$ cat config.mk
export PLATFORM = sky130hd
export DESIGN_NAME = hazard_forward_unit_flat
export DESIGN_NICKNAME = d
export VERILOG_FILES = /design/src/rtl/hazard_pkg.sv /design/src/rtl/hazard_forward_unit_if.sv /design/src/rtl/fwd_priority_mux.sv /design/src/rtl/hazard_forward_unit.sv /design/src/flat_wrapper.sv
export SDC_FILE = /design/constraint.sdc
export NUM_CORES = 1
export LEC_CHECK = 0
export ABC_AREA = 1
export BUFFER_PORTS_ARGS = -buffer_cell sky130_fd_sc_hd__buf_2
export CORE_AREA = 2 2 163 165
export DETAILED_ROUTE_END_ITERATION = 6
export DIE_AREA = 0 0 165 167
export GPL_TIMING_DRIVEN = 1
export PLACE_DENSITY = 0.52
export SETUP_SLACK_MARGIN = 0.3
export SLEW_MARGIN = 20
export SYNTH_ARGS = -nofsm -noshare
export SYNTH_HDL_FRONTEND = slang
export SYNTH_SLANG_ARGS = --single-unit
$ cat constraint.sdc
create_clock -name clk -period 3.4 [get_ports clk]
set_input_delay 0.34 -clock clk [delete_from_list [all_inputs] [get_ports clk]]
set_output_delay 0.34 -clock clk [all_outputs]
set_load 0.02 [all_outputs]
$ cat src/rtl/hazard_pkg.sv
// rtl/hazard_pkg.sv - shared types and constants for the hazard/forwarding controller
package hazard_pkg;

    // Scoreboard rd container; the top zero-extends REG_ADDR_W (<= RD_W) into it
    localparam int RD_W   = 8;
    localparam int FWD_RF = 0;

    // Major opcodes the integrating decoder uses to derive is_load/is_mem/is_fence
    localparam logic [6:0] OPC_LOAD     = 7'b000_0011;
    localparam logic [6:0] OPC_STORE    = 7'b010_0011;
    localparam logic [6:0] OPC_MISC_MEM = 7'b000_1111;
    localparam logic [6:0] OPC_OP_IMM   = 7'b001_0011;
    localparam logic [6:0] OPC_OP       = 7'b011_0011;

    typedef struct packed {
        logic            valid;
        logic [RD_W-1:0] rd;
        logic            we;
        logic            is_load;
        logic            is_mem;
    } sb_entry_t;

    typedef enum logic [1:0] {
        IDLE        = 2'd0,
        FENCE_DRAIN = 2'd1
    } fsm_state_t;

    function automatic logic sb_hit(input sb_entry_t e, input logic [RD_W-1:0] rs);
        return e.valid && e.we && (e.rd == rs) && (rs != '0);
    endfunction

endpackage

$ cat src/rtl/hazard_forward_unit_if.sv
// rtl/hazard_forward_unit_if.sv - decode/stage/forwarding bundle between the pipeline and the hazard unit
interface hazard_forward_unit_if #(
    parameter int XLEN       = 64,
    parameter int REG_ADDR_W = 5,
    parameter int NUM_SRC    = 2,
    parameter int FWD_DEPTH  = 2
) ();
    localparam int SEL_W = $clog2(FWD_DEPTH + 1);

    logic                          ext_stall;
    logic                          dec_valid;
    logic [NUM_SRC*REG_ADDR_W-1:0] dec_rs;
    logic [REG_ADDR_W-1:0]         dec_rd;
    logic                          dec_rd_we;
    logic                          dec_is_load;
    logic                          dec_is_mem;
    logic                          dec_is_fence;
    logic [NUM_SRC*XLEN-1:0]       dec_operand;
    logic [FWD_DEPTH*XLEN-1:0]     stage_result;
    logic [NUM_SRC*XLEN-1:0]       fwd_operand;
    logic [NUM_SRC*SEL_W-1:0]      fwd_sel;
    logic                          f_to_d_enable;
    logic                          d_to_e_enable;
    logic                          bubble;
    logic                          fence_busy;

    modport master (
        output ext_stall, dec_valid, dec_rs, dec_rd, dec_rd_we, dec_is_load,
               dec_is_mem, dec_is_fence, dec_operand, stage_result,
        input  fwd_operand, fwd_sel, f_to_d_enable, d_to_e_enable, bubble, fence_busy
    );

    modport slave (
        input  ext_stall, dec_valid, dec_rs, dec_rd, dec_rd_we, dec_is_load,
               dec_is_mem, dec_is_fence, dec_operand, stage_result,
        output fwd_operand, fwd_sel, f_to_d_enable, d_to_e_enable, bubble, fence_busy
    );

endinterface

$ cat src/rtl/fwd_priority_mux.sv
// rtl/fwd_priority_mux.sv - youngest-match forward select, operand mux and load-use flag for one source
module fwd_priority_mux
    import hazard_pkg::*;
#(
    parameter int XLEN       = 64,
    parameter int REG_ADDR_W = 5,
    parameter int FWD_DEPTH  = 2,
    parameter int LOAD_STAGE = 2,
    parameter int SEL_W      = $clog2(FWD_DEPTH + 1)
) (
    input  logic [REG_ADDR_W-1:0]     rs_i,
    input  logic [XLEN-1:0]           rf_operand_i,
    input  sb_entry_t                 sb_i [FWD_DEPTH],
    input  logic [FWD_DEPTH*XLEN-1:0] stage_result_i,
    output logic [SEL_W-1:0]          sel_o,
    output logic [XLEN-1:0]           operand_o,
    output logic                      load_haz_o
);

    // Scan oldest to youngest so the youngest matching stage is the last writer
    always_comb begin
        sel_o      = SEL_W'(FWD_RF);
        operand_o  = rf_operand_i;
        load_haz_o = 1'b0;
        for (int k = FWD_DEPTH; k >= 1; k--) begin
            if (sb_hit(sb_i[k-1], RD_W'(rs_i))) begin
                sel_o      = SEL_W'(k);
                operand_o  = stage_result_i[(k-1)*XLEN +: XLEN];
                load_haz_o = sb_i[k-1].is_load && (k < LOAD_STAGE);
            end
        end
    end

endmodule

$ cat src/rtl/hazard_forward_unit.sv
// rtl/hazard_forward_unit.sv - scoreboard, operand forwarding, load-use and FENCE stall control
// Optional HAZARD_PERF_CNT_EN adds saturating load/fence stall-cycle counters.
module hazard_forward_unit
    import hazard_pkg::*;
#(
    parameter int XLEN       = 64,
    parameter int REG_ADDR_W = 5,
    parameter int NUM_SRC    = 2,
    parameter int FWD_DEPTH  = 2,
    parameter int LOAD_STAGE = 2,
    parameter int SEL_W      = $clog2(FWD_DEPTH + 1)
) (
    input  logic                 clk,
    input  logic                 rst,
    hazard_forward_unit_if.slave bus
`ifdef HAZARD_PERF_CNT_EN
    ,
    output logic [31:0]          load_stall_cnt,
    output logic [31:0]          fence_stall_cnt
`endif
);

    localparam int CNT_W = $clog2(FWD_DEPTH + 2);

    sb_entry_t        sb_q   [FWD_DEPTH];
    sb_entry_t        sb_eff [FWD_DEPTH];
    sb_entry_t        dec_entry;
    logic [SEL_W-1:0] sel_w  [NUM_SRC];
    logic [XLEN-1:0]  op_w   [NUM_SRC];
    logic [NUM_SRC-1:0] haz_w;

    logic             any_mem;
    logic             load_haz;
    logic             fence_start;
    logic             fence_hold;
    logic             stall;

    fsm_state_t       state_q;
    logic             fence_busy_q;
    logic [CNT_W-1:0] drain_cnt_q;

    // Masking the scoreboard under rst forces register-file selects without waiting a cycle
    always_comb begin
        any_mem = 1'b0;
        for (int k = 0; k < FWD_DEPTH; k++) begin
            sb_eff[k] = rst ? '0 : sb_q[k];
            any_mem   = any_mem | (sb_eff[k].valid & sb_eff[k].is_mem);
        end
    end

    for (genvar s = 0; s < NUM_SRC; s++) begin : g_src
        fwd_priority_mux #(
            .XLEN       (XLEN),
            .REG_ADDR_W (REG_ADDR_W),
            .FWD_DEPTH  (FWD_DEPTH),
            .LOAD_STAGE (LOAD_STAGE),
            .SEL_W      (SEL_W)
        ) u_mux (
            .rs_i           (bus.dec_rs[s*REG_ADDR_W +: REG_ADDR_W]),
            .rf_operand_i   (bus.dec_operand[s*XLEN +: XLEN]),
            .sb_i           (sb_eff),
            .stage_result_i (bus.stage_result),
            .sel_o          (sel_w[s]),
            .operand_o      (op_w[s]),
            .load_haz_o     (haz_w[s])
        );
    end

    assign load_haz    = |haz_w;
    assign fence_start = bus.dec_valid && bus.dec_is_fence && any_mem;
    assign fence_hold  = (state_q == FENCE_DRAIN) ? any_mem : fence_start;
    assign stall       = !rst && bus.dec_valid && (load_haz || fence_hold);

    always_comb begin
        dec_entry         = '0;
        dec_entry.valid   = 1'b1;
        dec_entry.rd      = RD_W'(bus.dec_rd);
        dec_entry.we      = bus.dec_rd_we;
        dec_entry.is_load = bus.dec_is_load;
        dec_entry.is_mem  = bus.dec_is_mem;
    end

    always_comb begin
        bus.fwd_sel     = '0;
        bus.fwd_operand = '0;
        for (int s = 0; s < NUM_SRC; s++) begin
            bus.fwd_sel[s*SEL_W +: SEL_W]    = sel_w[s];
            bus.fwd_operand[s*XLEN +: XLEN] = op_w[s];
        end
    end

    // ext_stall outranks a hazard stall: nothing moves, so no bubble is injected
    always_comb begin
        bus.f_to_d_enable = 1'b1;
        bus.d_to_e_enable = 1'b1;
        bus.bubble        = 1'b0;
        if (!rst) begin
            if (bus.ext_stall) begin
                bus.f_to_d_enable = 1'b0;
                bus.d_to_e_enable = 1'b0;
            end else if (stall) begin
                bus.f_to_d_enable = 1'b0;
                bus.d_to_e_enable = 1'b0;
                bus.bubble        = 1'b1;
            end
        end
    end

    assign bus.fence_busy = fence_busy_q && !rst;

    always_ff @(posedge clk) begin
        if (rst) begin
            for (int k = 0; k < FWD_DEPTH; k++) begin
                sb_q[k] <= '0;
            end
        end else if (!bus.ext_stall) begin
            for (int k = 1; k < FWD_DEPTH; k++) begin
                sb_q[k] <= sb_q[k-1];
            end
            sb_q[0] <= (bus.dec_valid && !stall) ? dec_entry : '0;
        end
    end

    // Stalled decode feeds bubbles, so in-flight mem ops leave within FWD_DEPTH drain cycles
    always_ff @(posedge clk) begin
        if (rst) begin
            state_q      <= IDLE;
            fence_busy_q <= 1'b0;
            drain_cnt_q  <= '0;
        end else if (!bus.ext_stall) begin
            case (state_q)
                IDLE: begin
                    if (fence_start) begin
                        state_q      <= FENCE_DRAIN;
                        fence_busy_q <= 1'b1;
                        drain_cnt_q  <= '0;
                    end
                end
                FENCE_DRAIN: begin
                    if (drain_cnt_q != '1) begin
                        drain_cnt_q <= drain_cnt_q + 1'b1;
                    end
                    if (!any_mem) begin
                        state_q      <= IDLE;
                        fence_busy_q <= 1'b0;
                    end
                end
                default: begin
                    state_q      <= IDLE;
                    fence_busy_q <= 1'b0;
                end
            endcase
        end
    end

`ifdef HAZARD_PERF_CNT_EN
    always_ff @(posedge clk) begin
        if (rst) begin
            load_stall_cnt  <= '0;
            fence_stall_cnt <= '0;
        end else if (!bus.ext_stall && bus.dec_valid) begin
            if (load_haz && load_stall_cnt != '1) begin
                load_stall_cnt <= load_stall_cnt + 32'd1;
            end
            if (fence_hold && fence_stall_cnt != '1) begin
                fence_stall_cnt <= fence_stall_cnt + 32'd1;
            end
        end
    end
`endif

endmodule

$ cat src/flat_wrapper.sv
// flat-port wrapper written by rule: the top's interface ports become plain ports
module hazard_forward_unit_flat import hazard_pkg::*;
#(
    parameter int XLEN       = 64,
    parameter int REG_ADDR_W = 5,
    parameter int NUM_SRC    = 2,
    parameter int FWD_DEPTH  = 2,
    parameter int LOAD_STAGE = 2,
    parameter int SEL_W      = $clog2(FWD_DEPTH + 1)
)
  (clk, rst, bus_ext_stall, bus_dec_valid, bus_dec_rs, bus_dec_rd, bus_dec_rd_we, bus_dec_is_load, bus_dec_is_mem, bus_dec_is_fence, bus_dec_operand, bus_stage_result, bus_fwd_operand, bus_fwd_sel, bus_f_to_d_enable, bus_d_to_e_enable, bus_bubble, bus_fence_busy);
  hazard_forward_unit_if #(.XLEN(XLEN), .REG_ADDR_W(REG_ADDR_W), .NUM_SRC(NUM_SRC), .FWD_DEPTH(FWD_DEPTH)) bus_i ();
  input  logic clk;
  input  logic rst;
  input wire logic [$bits(bus_i.ext_stall)-1:0] bus_ext_stall;
  input wire logic [$bits(bus_i.dec_valid)-1:0] bus_dec_valid;
  input wire logic [$bits(bus_i.dec_rs)-1:0] bus_dec_rs;
  input wire logic [$bits(bus_i.dec_rd)-1:0] bus_dec_rd;
  input wire logic [$bits(bus_i.dec_rd_we)-1:0] bus_dec_rd_we;
  input wire logic [$bits(bus_i.dec_is_load)-1:0] bus_dec_is_load;
  input wire logic [$bits(bus_i.dec_is_mem)-1:0] bus_dec_is_mem;
  input wire logic [$bits(bus_i.dec_is_fence)-1:0] bus_dec_is_fence;
  input wire logic [$bits(bus_i.dec_operand)-1:0] bus_dec_operand;
  input wire logic [$bits(bus_i.stage_result)-1:0] bus_stage_result;
  output wire logic [$bits(bus_i.fwd_operand)-1:0] bus_fwd_operand;
  output wire logic [$bits(bus_i.fwd_sel)-1:0] bus_fwd_sel;
  output wire logic [$bits(bus_i.f_to_d_enable)-1:0] bus_f_to_d_enable;
  output wire logic [$bits(bus_i.d_to_e_enable)-1:0] bus_d_to_e_enable;
  output wire logic [$bits(bus_i.bubble)-1:0] bus_bubble;
  output wire logic [$bits(bus_i.fence_busy)-1:0] bus_fence_busy;
  assign bus_i.ext_stall = bus_ext_stall;
  assign bus_i.dec_valid = bus_dec_valid;
  assign bus_i.dec_rs = bus_dec_rs;
  assign bus_i.dec_rd = bus_dec_rd;
  assign bus_i.dec_rd_we = bus_dec_rd_we;
  assign bus_i.dec_is_load = bus_dec_is_load;
  assign bus_i.dec_is_mem = bus_dec_is_mem;
  assign bus_i.dec_is_fence = bus_dec_is_fence;
  assign bus_i.dec_operand = bus_dec_operand;
  assign bus_i.stage_result = bus_stage_result;
  assign bus_fwd_operand = bus_i.fwd_operand;
  assign bus_fwd_sel = bus_i.fwd_sel;
  assign bus_f_to_d_enable = bus_i.f_to_d_enable;
  assign bus_d_to_e_enable = bus_i.d_to_e_enable;
  assign bus_bubble = bus_i.bubble;
  assign bus_fence_busy = bus_i.fence_busy;
  hazard_forward_unit #(.XLEN(XLEN), .REG_ADDR_W(REG_ADDR_W), .NUM_SRC(NUM_SRC), .FWD_DEPTH(FWD_DEPTH), .LOAD_STAGE(LOAD_STAGE), .SEL_W(SEL_W)) u_core (.clk(clk), .rst(rst), .bus(bus_i));
endmodule
==> flow_metrics.py <==
metrics = {
    "floorplanning": {
        "core_um2": 25800,
        "die_y_um": 167,
        "fp.dieW_um": 165,
        "start_util_pct": 20.3,
        "ioPinCount": 415,
        "fp-row-count": 59,
        "die-area_um2": 27600,
    },
    "pwr": {
        "power_frac_comb_pct": 56.1,
        "switching_share_pct": 41.8,
        "power_mw": 1.19,
        "power_density_nw_per_um2": 160,
        "pwr-share-seq_pct": 22.0,
        "p_leak_nw": 4.99,
        "p_sw_mw": 0.499,
        "p_int_mw": 0.695,
        "pwr-share-clk_pct": 22.0,
        "peakVddDrop_mv": 0.212,
    },
    "finish": {
        "multi_input_area_um2": 3340,
        "fill_cells": 3035,
        "antenna_cells": 0,
        "final_common_cell": "nand2_1",
        "final_core_util_pct": 29.1,
        "stdcell_area_um2": 7490,
        "final_cell_mix": "nand2_1 (430), buf_2 (414), nand3_1 (267)",
        "seqCellArea_um2": 531,
        "final_cells": 1778,
        "nets": 1723,
        "syn_to_final_growth_pct": 43.5,
        "drive_above_1_share_pct": 31.3,
    },
    "clocking": {
        "cts_tree": "done",
        "cts_made_buffers": 3,
        "clockBufferDepth": 2,
        "root_buffer": "clkbuf_16",
        "hold_buffers": 0,
        "cts_resized": 0,
        "clock_sinks": 18,
        "htree_levels": 1,
        "post_cts_buffers": 0,
        "cts.reportedPaths.clkPinSlew_ns": 0.06,
        "clock_latency_ns": 0.25,
    },
    "sta": {
        "finalCritPeriodShare_pct": 82.0,
        "tns_ns": 0,
        "fin_crit_ns": 2.79,
        "maxSlewHeadroom_pct": 44.5,
        "tightestPinTransition_ns": 0.832,
        "slew_violations": 0,
        "clock.fmax_ghz": 0.359,
        "setup_violations": 0,
        "setup_ws_ns": 0.613,
        "hold_viol": 0,
        "timing.hold.ws_ns": 0.388,
        "rsz0062_at_grt": "no",
        "fin_skew_ns": 0.00189,
    },
    "synth": {
        "syn_inst": 1081,
        "synth_top_area_share_pct": 31.1,
        "netlist_area_um2": 5220,
        "yosys_warnings": 0,
        "synth.area.top_cells": "nand2_1 (31%), nand3_1 (26%), inv_1 (16%)",
        "synth_nets": 1360,
        "yosysUniqueCellTypes": 24,
        "yosys.area.top_type": "nand2_1",
        "avgSynthCellArea_um2": 4.83,
        "seq_area_frac_synth_pct": 10.2,
        "ys_ff_latch": 18,
    },
    "min_path": {
        "hold_path_class": "in -> reg",
        "hold_depth": 3,
        "hold-path-endpoint": "u_core.sb_q[0][5]$_SDFFCE_PN0P_",
        "holdCritStartpoint": "bus_dec_rd[2]",
    },
    "routing": {
        "drtPass1Iterations": 5,
        "wl_met3_mm": 1.95,
        "wl_per_cell_um": 14.3,
        "ant_nets": 0,
        "finalWirelength_mm": 25.4,
        "m1WireLength_mm": 10.7,
        "via_per_inst": 4.41,
        "wl_met2_mm": 12.4,
        "vias": 7843,
        "drc": 0,
        "maxUsedRoutingLayer": "met5",
        "drt_iter0_drc": 464,
    },
    "critical_path": {
        "start_kind": "flip-flop",
        "r2r_end": "u_core.sb_q[0][1]$_SDFFCE_PN0P_",
        "critical_path_class": "reg -> out",
        "r2r_cells": 11,
        "r2r_start": "u_core.sb_q[0][6]$_SDFFCE_PN0P_",
        "worstPathMaxFanout": 65,
        "crit_path_end_kind": "primary output",
        "critPathArrivalTime_ns": 2.45,
        "required_ns": 3.06,
        "reg2reg_setup_slack_ns": 1.13,
    },
    "grt": {
        "antenna_found_initial": 1,
        "grt_pass1_wl_mm": 38.2,
        "overflow": 0,
        "grt_max_degree": 66,
        "grt_usage_pct": 17.1,
        "first_global_vias": 7534,
    },
    "place": {
        "gp_congestion": 0.935,
        "port_buffers": 414,
        "dp_slack_ns": 0.661,
        "placed_area_um2": 7400,
        "dp.cells": 1774,
        "hpwl_mm": 19.2,
    },
    "job": {
        "cap_violations": 0,
    },
    "outcome": {
        "outcome": "finished clean",
    },
}
-- worst max path at each step --
| stage | slack, ns | depth (start not counted) | end | from |
|---|---|---|---|---|
| final | 0.61 | 12 | bus_d_to_e_enable | u_core.sb_q[0][6]$_SDFFCE_PN0P_ |
| after global routing | 0.41 | 12 | bus_f_to_d_enable | u_core.sb_q[0][6]$_SDFFCE_PN0P_ |
| after CTS | 0.61 | 12 | bus_d_to_e_enable | u_core.sb_q[0][6]$_SDFFCE_PN0P_ |
| after detailed placement | 0.66 | 14 | bus_d_to_e_enable | rst |
| after global placement | 0.67 | 12 | bus_d_to_e_enable | bus_dec_rs[3] |
| after floorplan | 1.27 | 13 | bus_f_to_d_enable | rst |
-- final cells by class --
type	count	share of cell area, %
sequential	18	7.08
multi-input combinational	761	44.6
timing repair buffer	432	30.0
inverter	228	11.5
clock buffer	4	1.19
tap	335	5.60
-- critical path: stages (launching register included) --
cell and delay, ns:
edfxtp_1 0.38, inv_1 0.07, nor2_1 0.15, nand2_1 0.07, nand2_1 0.06, nor2_1 0.06
nand3_4 0.09, buf_4 0.65, nand2_1 0.12, nand2_1 0.15, nand2_1 0.06, a21oi_1 0.15
buf_2 0.19
-- sequential cells by signal (all words and copies together), names as in the netlist --
register	cells
u_core.sb_q	17
u_core.state_q	1
-- routing by layer --
metal | up-vias | track usage, %
met4 | 2 | 2.68
li1 | 3984 | -
met3 | 31 | 2.49
met1 | 3489 | 20.9
met5 | - | 0
met2 | 337 | 31.7
-- kinds of logic (layout without fill, tap and decap cells) --
logic type | Yosys count | after routing | share of synthesized area, %
compound gates | 7 | 7 | 0.839
xor+xnor | 6 | 6 | 1.01
buf+inv | 302 | 664 | 26.8
flops | 18 | 18 | 10.2
simple gates | 748 | 748 | 61.2
-- power by group through the flow --
stage	Sequential (mW)	Clock, mW	Combinational (mW)
final	0.262	0.262	0.670
after global routing	0.264	0.276	0.740
after CTS	0.262	0.266	0.671
after detailed placement	0.267	0	0.667
after global placement	0.267	0	0.669
after floorplan	0.265	0	0.358
-- cells in the mapped netlist --
library cell and n:
buf_4 29, nand2_2 3, buf_8 1, clkbuf_1 3, nand4_1 2, buf_6 14, nand2_1 432, o21ai_1 1
buf_2 27, inv_1 225, inv_2 2, nand3_2 1, inv_8 1, nor2_1 36, nor3_2 4, nor4_1 1
o221ai_1 1, xor2_1 6, a21oi_1 2, dfxtp_1 1, o21ai_0 1, nand3_1 269, o211ai_1 2, edfxtp_1 17
(Power assumes the default switching activity.)
